## src/rtl/acc_pkg.sv

```systemverilog
// acc_pkg
// Shared definitions for the accelerator memory arbiter slice:
//   - arbiter FSM state encoding (RUN / DRAIN)
//   - default accelerator address map constants
//   - clog2 helper used to size tag and counter fields
// No ports (package).

package acc_pkg;

  typedef enum logic {
    RUN   = 1'b0,
    DRAIN = 1'b1
  } arb_state_e;

  localparam logic [31:0] TAP_BASE  = 32'h3800_0000;
  localparam logic [31:0] DATA_BASE = 32'h3800_0040;
  localparam logic [31:0] OUT_BASE  = 32'h3800_0080;

  // Smallest n with 2**n >= value; returns 0 for value <= 1.
  function automatic int clog2(input int value);
    int result;
    result = 0;
    for (int i = 0; i < 31; i++) begin
      if ((1 << i) < value) result = i + 1;
    end
    return result;
  endfunction

endpackage

```

## src/rtl/acc_tag_fifo.sv

```systemverilog
// acc_tag_fifo
// Synchronous in-order FIFO holding the requester tag of every outstanding
// read. Push while full is honoured only when a pop happens in the same
// cycle; pop while empty is ignored.
// Ports:
//   clk, rst        clock, synchronous active-high reset (empties FIFO)
//   push, din       write a tag
//   pop, dout       remove the head tag; dout always shows the head
//   full, empty     occupancy flags
//   count           number of stored tags (0..DEPTH)

module acc_tag_fifo
  import acc_pkg::*;
#(
  parameter int W     = 1,
  parameter int DEPTH = 4,
  localparam int PW   = clog2(DEPTH),
  localparam int CW   = clog2(DEPTH) + 1
) (
  input  logic          clk,
  input  logic          rst,
  input  logic          push,
  input  logic [W-1:0]  din,
  input  logic          pop,
  output logic [W-1:0]  dout,
  output logic          full,
  output logic          empty,
  output logic [CW-1:0] count
);

  logic [W-1:0]  mem [DEPTH];
  logic [PW-1:0] wr_ptr;
  logic [PW-1:0] rd_ptr;
  logic          do_push;
  logic          do_pop;

  // A pop frees the head slot in the same cycle, so a push into a full
  // FIFO is legal when it coincides with a pop.
  assign do_pop  = pop && !empty;
  assign do_push = push && (!full || do_pop);

  assign full  = (count == CW'(DEPTH));
  assign empty = (count == '0);
  assign dout  = mem[rd_ptr];

  // Pointers and occupancy; DEPTH is a power of two so pointers wrap freely.
  always_ff @(posedge clk) begin
    if (rst) begin
      wr_ptr <= '0;
      rd_ptr <= '0;
      count  <= '0;
    end else begin
      if (do_push) wr_ptr <= wr_ptr + PW'(1);
      if (do_pop)  rd_ptr <= rd_ptr + PW'(1);
      if (do_push && !do_pop)      count <= count + CW'(1);
      else if (do_pop && !do_push) count <= count - CW'(1);
    end
  end

  // Storage has no reset; contents are only read behind a valid count.
  always_ff @(posedge clk) begin
    if (do_push) mem[wr_ptr] <= din;
  end

endmodule

```

## src/rtl/acc_mem_arbiter.sv

```systemverilog
// acc_mem_arbiter
// Shares one single-port memory request channel between NREQ requesters
// with round-robin arbitration, routes in-order read returns back to the
// issuing requester via a tag FIFO, and offers a flush/drain handshake.
// Optional build macro: ACC_ARB_STATS_EN adds per-requester saturating
// issue counters (stat_cnt output, stat_clr input).
// Ports:
//   clk, rst                      clock, synchronous active-high reset
//   req_val/adr/dat/wrt, req_ack  requester side (NREQ packed slices)
//   rsp_val, rsp_dat              read return, one-hot valid + shared data
//   mem_val/adr/dat/wrt, mem_rdy  memory request channel
//   mem_rval, mem_rdat            memory read return (in order)
//   flush, idle                   drain request / drained indication
//   err_orphan                    sticky: return with nothing outstanding

module acc_mem_arbiter
  import acc_pkg::*;
#(
  parameter int NREQ  = 2,
  parameter int AW    = 32,
  parameter int DW    = 32,
  parameter int DEPTH = 4
) (
  input  logic               clk,
  input  logic               rst,
  input  logic [NREQ-1:0]    req_val,
  input  logic [NREQ*AW-1:0] req_adr,
  input  logic [NREQ*DW-1:0] req_dat,
  input  logic [NREQ-1:0]    req_wrt,
  output logic [NREQ-1:0]    req_ack,
  output logic [NREQ-1:0]    rsp_val,
  output logic [DW-1:0]      rsp_dat,
  output logic               mem_val,
  output logic [AW-1:0]      mem_adr,
  output logic [DW-1:0]      mem_dat,
  output logic               mem_wrt,
  input  logic               mem_rdy,
  input  logic               mem_rval,
  input  logic [DW-1:0]      mem_rdat,
  input  logic               flush,
  output logic               idle,
  output logic               err_orphan
`ifdef ACC_ARB_STATS_EN
  ,
  input  logic               stat_clr,
  output logic [NREQ*32-1:0] stat_cnt
`endif
);

  localparam int TW = (clog2(NREQ) < 1) ? 1 : clog2(NREQ);
  localparam int CW = clog2(DEPTH) + 1;

  arb_state_e     state;
  arb_state_e     state_nxt;
  logic [TW-1:0]  rr_ptr;
  logic [TW-1:0]  sel;
  logic           found;
  logic [NREQ-1:0] elig;
  logic           issue;
  logic           push;
  logic           pop;
  logic           room;
  logic           err_q;
  logic [TW-1:0]  tag_head;
  logic           fifo_full;
  logic           fifo_empty;
  logic [CW-1:0]  fifo_count;

  logic [AW-1:0]  adr_arr [NREQ];
  logic [DW-1:0]  dat_arr [NREQ];

  for (genvar i = 0; i < NREQ; i++) begin : g_unpack
    assign adr_arr[i] = req_adr[i*AW +: AW];
    assign dat_arr[i] = req_dat[i*DW +: DW];
  end

  acc_tag_fifo #(
    .W     (TW),
    .DEPTH (DEPTH)
  ) u_tag_fifo (
    .clk   (clk),
    .rst   (rst),
    .push  (push),
    .din   (sel),
    .pop   (pop),
    .dout  (tag_head),
    .full  (fifo_full),
    .empty (fifo_empty),
    .count (fifo_count)
  );

  // A read needs a free tag slot; a return in the same cycle frees one.
  // Everything is held off while rst is high so outputs read as zero.
  assign room = !fifo_full || mem_rval;
  assign pop  = mem_rval && !fifo_empty && !rst;

  always_comb begin
    elig = '0;
    for (int i = 0; i < NREQ; i++) begin
      elig[i] = req_val[i] && (state == RUN) && !rst && (req_wrt[i] || room);
    end
  end

  // Round-robin scan starting at rr_ptr, wrapping at NREQ.
  always_comb begin : select
    int            idx;
    logic [TW-1:0] cand;
    idx   = 0;
    cand  = '0;
    sel   = '0;
    found = 1'b0;
    for (int k = 0; k < NREQ; k++) begin
      idx = int'(rr_ptr) + k;
      if (idx >= NREQ) idx = idx - NREQ;
      cand = TW'(idx);
      if (!found && elig[cand]) begin
        found = 1'b1;
        sel   = cand;
      end
    end
  end

  // Request channel is driven straight from the chosen requester.
  always_comb begin
    mem_val = found;
    mem_adr = '0;
    mem_dat = '0;
    mem_wrt = 1'b0;
    req_ack = '0;
    if (found) begin
      mem_adr = adr_arr[sel];
      mem_dat = dat_arr[sel];
      mem_wrt = req_wrt[sel];
    end
    if (issue) req_ack[sel] = 1'b1;
  end

  assign issue = mem_val && mem_rdy;
  assign push  = issue && !mem_wrt;

  // Read returns go to the requester whose tag sits at the FIFO head.
  always_comb begin
    rsp_val = '0;
    rsp_dat = '0;
    if (pop) begin
      rsp_val[tag_head] = 1'b1;
      rsp_dat           = mem_rdat;
    end
  end

  // Priority pointer moves past the requester that just issued.
  always_ff @(posedge clk) begin
    if (rst) begin
      rr_ptr <= '0;
    end else if (issue) begin
      rr_ptr <= (sel == TW'(NREQ - 1)) ? '0 : sel + TW'(1);
    end
  end

  // Orphan returns latch an error until the next reset.
  always_ff @(posedge clk) begin
    if (rst) begin
      err_q <= 1'b0;
    end else if (mem_rval && fifo_empty) begin
      err_q <= 1'b1;
    end
  end

  assign err_orphan = err_q && !rst;

  always_ff @(posedge clk) begin
    if (rst) state <= RUN;
    else     state <= state_nxt;
  end

  // RUN/DRAIN control; flush only blocks issue once it has been registered.
  always_comb begin
    state_nxt = state;
    idle      = 1'b0;
    case (state)
      RUN: begin
        if (flush) state_nxt = DRAIN;
      end
      DRAIN: begin
        idle = (fifo_count == '0) && !rst;
        if (!flush) state_nxt = RUN;
      end
      default: state_nxt = RUN;
    endcase
  end

`ifdef ACC_ARB_STATS_EN
  logic [31:0] stat_q [NREQ];

  // Saturating issue counters; clear wins over increment.
  always_ff @(posedge clk) begin
    for (int i = 0; i < NREQ; i++) begin
      if (rst || stat_clr) begin
        stat_q[i] <= '0;
      end else if (req_ack[i] && (stat_q[i] != 32'hFFFF_FFFF)) begin
        stat_q[i] <= stat_q[i] + 32'd1;
      end
    end
  end

  for (genvar i = 0; i < NREQ; i++) begin : g_stat
    assign stat_cnt[i*32 +: 32] = stat_q[i];
  end
`endif

endmodule
```

## config.mk

```make
export PLATFORM = sky130hd
export DESIGN_NAME = acc_mem_arbiter
export DESIGN_NICKNAME = d
export VERILOG_FILES = /design/src/rtl/acc_pkg.sv /design/src/rtl/acc_tag_fifo.sv /design/src/rtl/acc_mem_arbiter.sv
export SDC_FILE = /design/constraint.sdc
export NUM_CORES = 1
export LEC_CHECK = 0
export ABC_AREA = 1
export CORE_AREA = 2 2 106 108
export CTS_BUF_LIST = sky130_fd_sc_hd__clkbuf_8 sky130_fd_sc_hd__clkbuf_16
export DETAILED_ROUTE_END_ITERATION = 8
export DIE_AREA = 0 0 108 110
export GPL_ROUTABILITY_DRIVEN = 0
export PLACE_DENSITY = 0.75
export SLEW_MARGIN = 10
export SYNTH_ARGS = -nofsm -noshare
export SYNTH_HDL_FRONTEND = slang
export SYNTH_SLANG_ARGS = --single-unit
```

## constraint.sdc

```tcl
create_clock -name clk -period 2.8 [get_ports clk]
set_input_delay 0.7 -clock clk [delete_from_list [all_inputs] [get_ports clk]]
set_output_delay 0.7 -clock clk [all_outputs]
set_load 0.05 [all_outputs]
```

[Word level (Yosys, flattened, before mapping)]
Memory sizes are Yosys's and may differ from the RTL's. A register that Yosys moved wholly into a read port is not among the register bits.
Index checks and enable logic that the tools add are counted.
Widths: inputs -> output; s select.
Cells by class
  add/sub/neg operators: 8
  multiply operators: 0
  divide/modulo/power cells: 0
  order comparisons: 9
  eq/ne operators: 1
  shift-type cells: 0
  multiplexer cells: 37
  bitwise logic cells: 2
  reductions and logical operators: 33
Operators with widths (count)
  $mux 32: 9
  $logic_and 1x1->1: 20
  $mux 1: 20
  $lt 1x2->1 const B: 4
  $mux 2: 4
  $logic_not 1->1: 7
  $mux 3: 2
  $add 2x1->2 const B: 2
  $ge 2x2->1 const B: 2
  $logic_or 1x1->1: 4
  $add 3x1->3 const B: 1
  $eq 3x3->1 const B: 1
  $logic_not 3->1: 1
  $sub 3x1->3 const B: 1
  $add 1x1->2 const B: 1
  $demux 1 s1: 2
  $ge 1x1->1 const B: 2
  $ge 1x2->1 const B: 1
  $not 1->2: 1
  $reduce_bool 2->1: 1
  $sub 1x1->1 const B: 2
  $add 1x1->1 const B: 1
  $not 1->1: 1
Word-level totals
  bits in registers: 10
  latch bits: 0
  memory bits (writable): 4
  bits in read-only memories: 0
  output and inout port bits: 104
  word-level logic and storage cells: 97
  memories: 1
Memories
  u_tag_fifo.mem: depth 4, width 1, rd ports 1, clocked after memory_dff 1, wr ports 1, RTL line acc_tag_fifo.sv:31  | logic [W-1:0] mem [DEPTH];

[Longest topological paths before layout]
  depth after elaboration: 21
  depth in mapped cells: 17

[Cells and area by module]
From an unflattened synthesis, not the netlist that was laid out.
Unflattened totals
  cell total of the unflattened synthesis: 412
  area total of the unflattened synthesis: 2309.7 sq um
Modules (own cells, without submodules)
  acc_mem_arbiter: times used 1, cells each 330, area an instance 1630.3 sq um, sequential area each 60.1 sq um
  acc_tag_fifo: times used 1, cells each 82, area an instance 679.4 sq um, sequential area each 300.3 sq um

[Worst setup path before layout]
Ideal clock, no wire load.
  path kind: input -> output
  start: input port rst
  end: output port mem_dat[17]
  data arrival time: 2247 ps
  data required time: 2100 ps
  slack: -147 ps
  stages on the path: 8
  cell sequence: buf_6 nor2_2 nand2_1 nand2_2 buf_4 buf_4 o21ai_0 nor2_1
On the way
  elaborated cells on any way between the ends: 20
RTL lines
  from (decl): RTL line acc_mem_arbiter.sv:25  | input logic rst,
  $logic_not 1->1 (*): RTL line acc_mem_arbiter.sv:100  | elig[i] = req_val[i] && (state == RUN) && !rst && (req_wrt[i] || room);
  $logic_and 1x1->1 (2 in series): RTL line acc_mem_arbiter.sv:100
  $mux 1 (implied by the code) (2 in series): RTL line acc_mem_arbiter.sv:116  | if (!found && elig[cand]) begin
  $mux 1: RTL line acc_mem_arbiter.sv:116
  $logic_not 1->1: RTL line acc_mem_arbiter.sv:116
  $logic_and 1x1->1: RTL line acc_mem_arbiter.sv:116
  $mux 1 (*): RTL line acc_mem_arbiter.sv:116
  via mem_val: RTL line acc_mem_arbiter.sv:33  | output logic mem_val,
  $mux 32 (*): RTL line acc_mem_arbiter.sv:130  | if (found) begin
  to (decl): RTL line acc_mem_arbiter.sv:35  | output logic [DW-1:0] mem_dat,
Mark *: on every way through the listed nets, which the timed path passes. The rest lies on a longest branch. The select of a mux whose other input is x is not followed.

[Worst setup path after layout]
  start: input port mem_rval
  end: output port mem_dat[9]
On the way
  word-level cells in the longest chain between the ends: 14
  elaborated cells on any way between the ends: 20
Ends and longest elaborated chain
  from (decl): RTL line acc_mem_arbiter.sv:38  | input logic mem_rval,
  $logic_or 1x1->1 (*): RTL line acc_mem_arbiter.sv:94  | assign room = !fifo_full || mem_rval;
  $logic_or 1x1->1: RTL line acc_mem_arbiter.sv:100
  $logic_and 1x1->1: RTL line acc_mem_arbiter.sv:100
  $mux 1 (implied by the code) (2 in series): RTL line acc_mem_arbiter.sv:116
  $mux 1: RTL line acc_mem_arbiter.sv:116
  $logic_not 1->1: RTL line acc_mem_arbiter.sv:116
  $logic_and 1x1->1: RTL line acc_mem_arbiter.sv:116
  $mux 1: RTL line acc_mem_arbiter.sv:116
  $not 1->2 (implied by the code): RTL line acc_mem_arbiter.sv:132  | mem_dat = dat_arr[sel];
  $mux 32 (implied by the code) (3 in series): RTL line acc_mem_arbiter.sv:132
  $mux 32 (*): RTL line acc_mem_arbiter.sv:130
Every way passes the cells marked *; elsewhere a longest branch is shown, timed or not. The select of a mux whose other input is x is not followed.

==> run summary <==
The setup slack of the critical path after layout was -15.7 ps; the switching fraction of total power was 44.8%. Counting both buffers and inverters, the worst setup path holds a total of 6. Broken down by cell family, the worst path's largest delay share belongs to buffers and inverters. Maximum number of pins on one net before global-route repair: 36. The prevailing post-synth register cell is sky130_fd_sc_hd__dfxtp_1. The layer with the highest usage after global routing was met2. The per-cell routed wire length works out to 16.1 um. The horizontal extent of the die came out at 108 um. The post-route netlist has 43.9% of its cells at a drive strength greater than 1.

Counting flops and latches in the post-synthesis netlist gives 16. The H-tree level count is 1, and the async set or reset register ratio after synthesis is 0%. The critical path arrival was 2120 ps.

The global-route track usage on met2 is 37.9%. The clock sink count was 16. The run finished, with violations left. The remaining global-route overflow is 0, and the maximum fanout encountered on the critical timing path is 8.

The die area was 11900 um2. The floorplan has 38 rows. The number of different library cells used by synthesis comes to 29. Using the TritonRoute via totals, the vias-per-cell ratio works out to 4.37. The run gives 3601 as the via count of the first global-routing pass.

The buffer levels on the longest clock path is 2. After clock tree synthesis, the clock-pin slew on the worst setup and hold paths is 60 ps. Buffers inserted during clock tree synthesis total 3.

The static leakage is 2.91 nW, and the number of buffers inserted for hold repair after clock tree synthesis is 0. The run gives 10700 um2 as the area inside the core boundary. The most critical setup path has its startpoint at mem_rval.

The checks that failed: setup timing. For this run, the number of Yosys warnings is 0. In the synthesized netlist, the cells that appear most often are sky130_fd_sc_hd__nor2_1, sky130_fd_sc_hd__inv_1, sky130_fd_sc_hd__o21ai_0, sky130_fd_sc_hd__nand2_1.

The total routing resource utilization after global routing is 19.8%, and the maximum clock frequency is 0.355 GHz. Combinational cells account for 80.0% of the total power. The clock reaches the later pin of the worst-skew pair after 250 ps. The logs give 0 for the number of hold violations in the final report and 0 for the number of antenna violations at the first check in global routing. The critical setup path kind was in -> out. The number of nets in the synthesized netlist is 570. The tools report the required time at the endpoint of the critical path as 2100 ps. Walking the worst path, the cells encountered are clkbuf_2, inv_2, nand4_1, buf_4, nand2_2, nand2_4, buf_4, buf_16, o21ai_0, nor2_2, buf_12. The setup-violating endpoint count in the final report is 1, and the number of remaining DRC errors is 0. The tools report the relative contribution of sequential cells to total power as 12.2%. The layout has 819 filler cells. The number of max-capacitance violations reported was 0.

The initial core utilization was 20.0%. On the final layout, the worst clock skew is 1.86 ps. Total power for the finished layout comes to 0.00226 W. The tools report the internal power consumption as 0.00124 W.

The number of diodes is 0. On the worst path, the slowest cell contributes a delay of 190 ps. The first global-routing pass estimated 18.7 mm of wire. Cell at the root of the clock tree: sky130_fd_sc_hd__clkbuf_8. The run gives 22.7% as the global routing usage on met1. The tools report the origin of the critical flop-to-flop path as u_tag_fifo.count[1]. STA classifies the critical path startpoint as an input pin.

The layout overhead on the synthesized area is 229%. In this run the tool buffered the top-level ports with 272 buffer cells. For this design, the slowest cell found on the critical path is sky130_fd_sc_hd__buf_4. Of the post-synthesis cell area, the dominant cell type holds 29.2%.

Class of the worst hold path: reg -> reg. The clock period minus worst slack came out at 2820 ps. After synthesis, the cell types taking the most area are sky130_fd_sc_hd__nor2_1, sky130_fd_sc_hd__o21ai_0, sky130_fd_sc_hd__dfxtp_1.

The cell accounting for the most synthesized area is sky130_fd_sc_hd__nor2_1. The worst relative slew slack came out at 76.1%. The half-perimeter wire length after detailed placement is 9.55 mm.

For the number of routed nets with antenna violations, the log shows 0. In this run, the clock network consumes 7.8% of the power. The cell repeated most along the worst path is sky130_fd_sc_hd__buf_4. Of the synthesized area, sequential elements account for 16.9%. Wires add up to 13.5 mm. In this run the count of I/O pins placed on the die edge is 273. Sort of element at the end of the critical path: an output pin. Synthesis produced 395 cells. The number of pins exceeding their max-slew limit in the final report is 0, and the smallest hold slack is 463 ps. The initial DRC count is 210.

The run gives 240 uV as the highest ir drop seen on vdd. In the final design database the tool counted 870 nets. For this run, the detailed router's first-pass iteration total came to 4.

The most instantiated library cell after synthesis was sky130_fd_sc_hd__nor2_1. The tools report the met3 track demand over resource in global routing as 3.41%. The source of the worst hold timing path is err_q. Counting flops with a built-in enable in the synthesized netlist gives 4. In this run the power density over the cells is 321 nW/um2. The die is 110 um tall.

The switching component of the power was 0.00101 W; the total number of vias was 3645. The share of the cycle needed by the critical path after routing came out at 101%. The average instance in the mapped netlist occupies 5.41 um2.

At the pin with the least slew margin, the transition time is 356 ps. The post-synthesis cell area came out at 2140 um2. TritonCTS built the clock tree.
[worst min-delay path, cell delays in order (launching register included)]
cell	delay [ps]
sky130_fd_sc_hd__dfxtp_1	300
sky130_fd_sc_hd__inv_1	60
sky130_fd_sc_hd__a21oi_1	60
[metal layers]
metal	vias to the layer above	wire length, um	part of all wire [%]
li1	1803	-	-
met5	-	0	0
met4	0	273	2.0
met1	1680	4920	37
met3	21	784	5.8
met2	141	7480	56
[what timing repair did]
action	4_1_cts	5_1_grt
setup endpoints to repair	102	67
buffers inserted	11	8
resized for setup	60	95
cloned	8	3
pin swaps	28	29
[kinds of logic after synthesis]
group                      after synthesis  share of synthesized area [%]
and+or+nand+nor                        206                           39.6
buffers and inverters                   87                           20.3
AOI/OAI and AO/OA                       79                           19.0
DFF                                     16                           16.9
adders and majority gates                6                           3.86
xor gates and xnor gates                 1                          0.410
[final timing paths]
path	endpoint	slack [ps]	depth (start not counted)
hold / removal	err_q	460	2
setup / recovery	mem_dat[9]	-20	11
setup reg to reg	u_tag_fifo.count[2]	260	16
hold reg to reg	err_q	460	2
[per-stage QoR]
step | util [%] | instances | area, um2 | setup slack [ps] | TNS [ps]
2_1_floorplan | - | 395 | 2280 | 55.8 | 0
3_3_place_gp | 58.4 | 803 | 6240 | -249 | -16060
3_5_place_dp | 58.4 | 803 | 6240 | -308 | -20710
4_1_cts | 63.5 | 826 | 6790 | -69.2 | -1650
5_1_grt | 65.8 | 834 | 7040 | -80.7 | -1120
6_report | 65.8 | 834 | 7040 | -15.7 | -15.7
[cells in the final DEF, fill, tap and decap left out, drive strengths merged]
master,count
xor2,1
a32oi,1
clkbuf,13
dfxtp,12
o21a,1
nand4,2
a21oi,9
clkdlybuf4s50,162
fa,1
buf,148
nand2,18
nor2,179
inv,62
nand3,5
o21ai,68
ha,5
nor3,2
clkinv,1
edfxtp,4
[power by group through the flow]
stage | Combinational (W) | Clock [W] | Sequential [W]
detailed placement | 0.00161 | 0 | 0.000280
global placement | 0.00158 | 0 | 0.000278
finish | 0.00180 | 0.000175 | 0.000276
global route | 0.00189 | 0.000187 | 0.000279
floorplan | 0.000751 | 0 | 0.000276
CTS | 0.00173 | 0.000179 | 0.000275
[final cells by class]
| cell class | count | area [um2] | share of cell area (%) |
|---|---|---|---|
| timing repair buffer | 320 | 4420 | 62.8 |
| multi-input combinational | 292 | 1790 | 25.4 |
| sequential | 16 | 360 | 5.12 |
| inverter | 62 | 248 | 3.52 |
| tap | 140 | 175 | 2.49 |
| clock buffer | 3 | 41.3 | 0.587 |
| clock inverter | 1 | 3.75 | 0.0534 |
(Power assumes the default switching activity.)
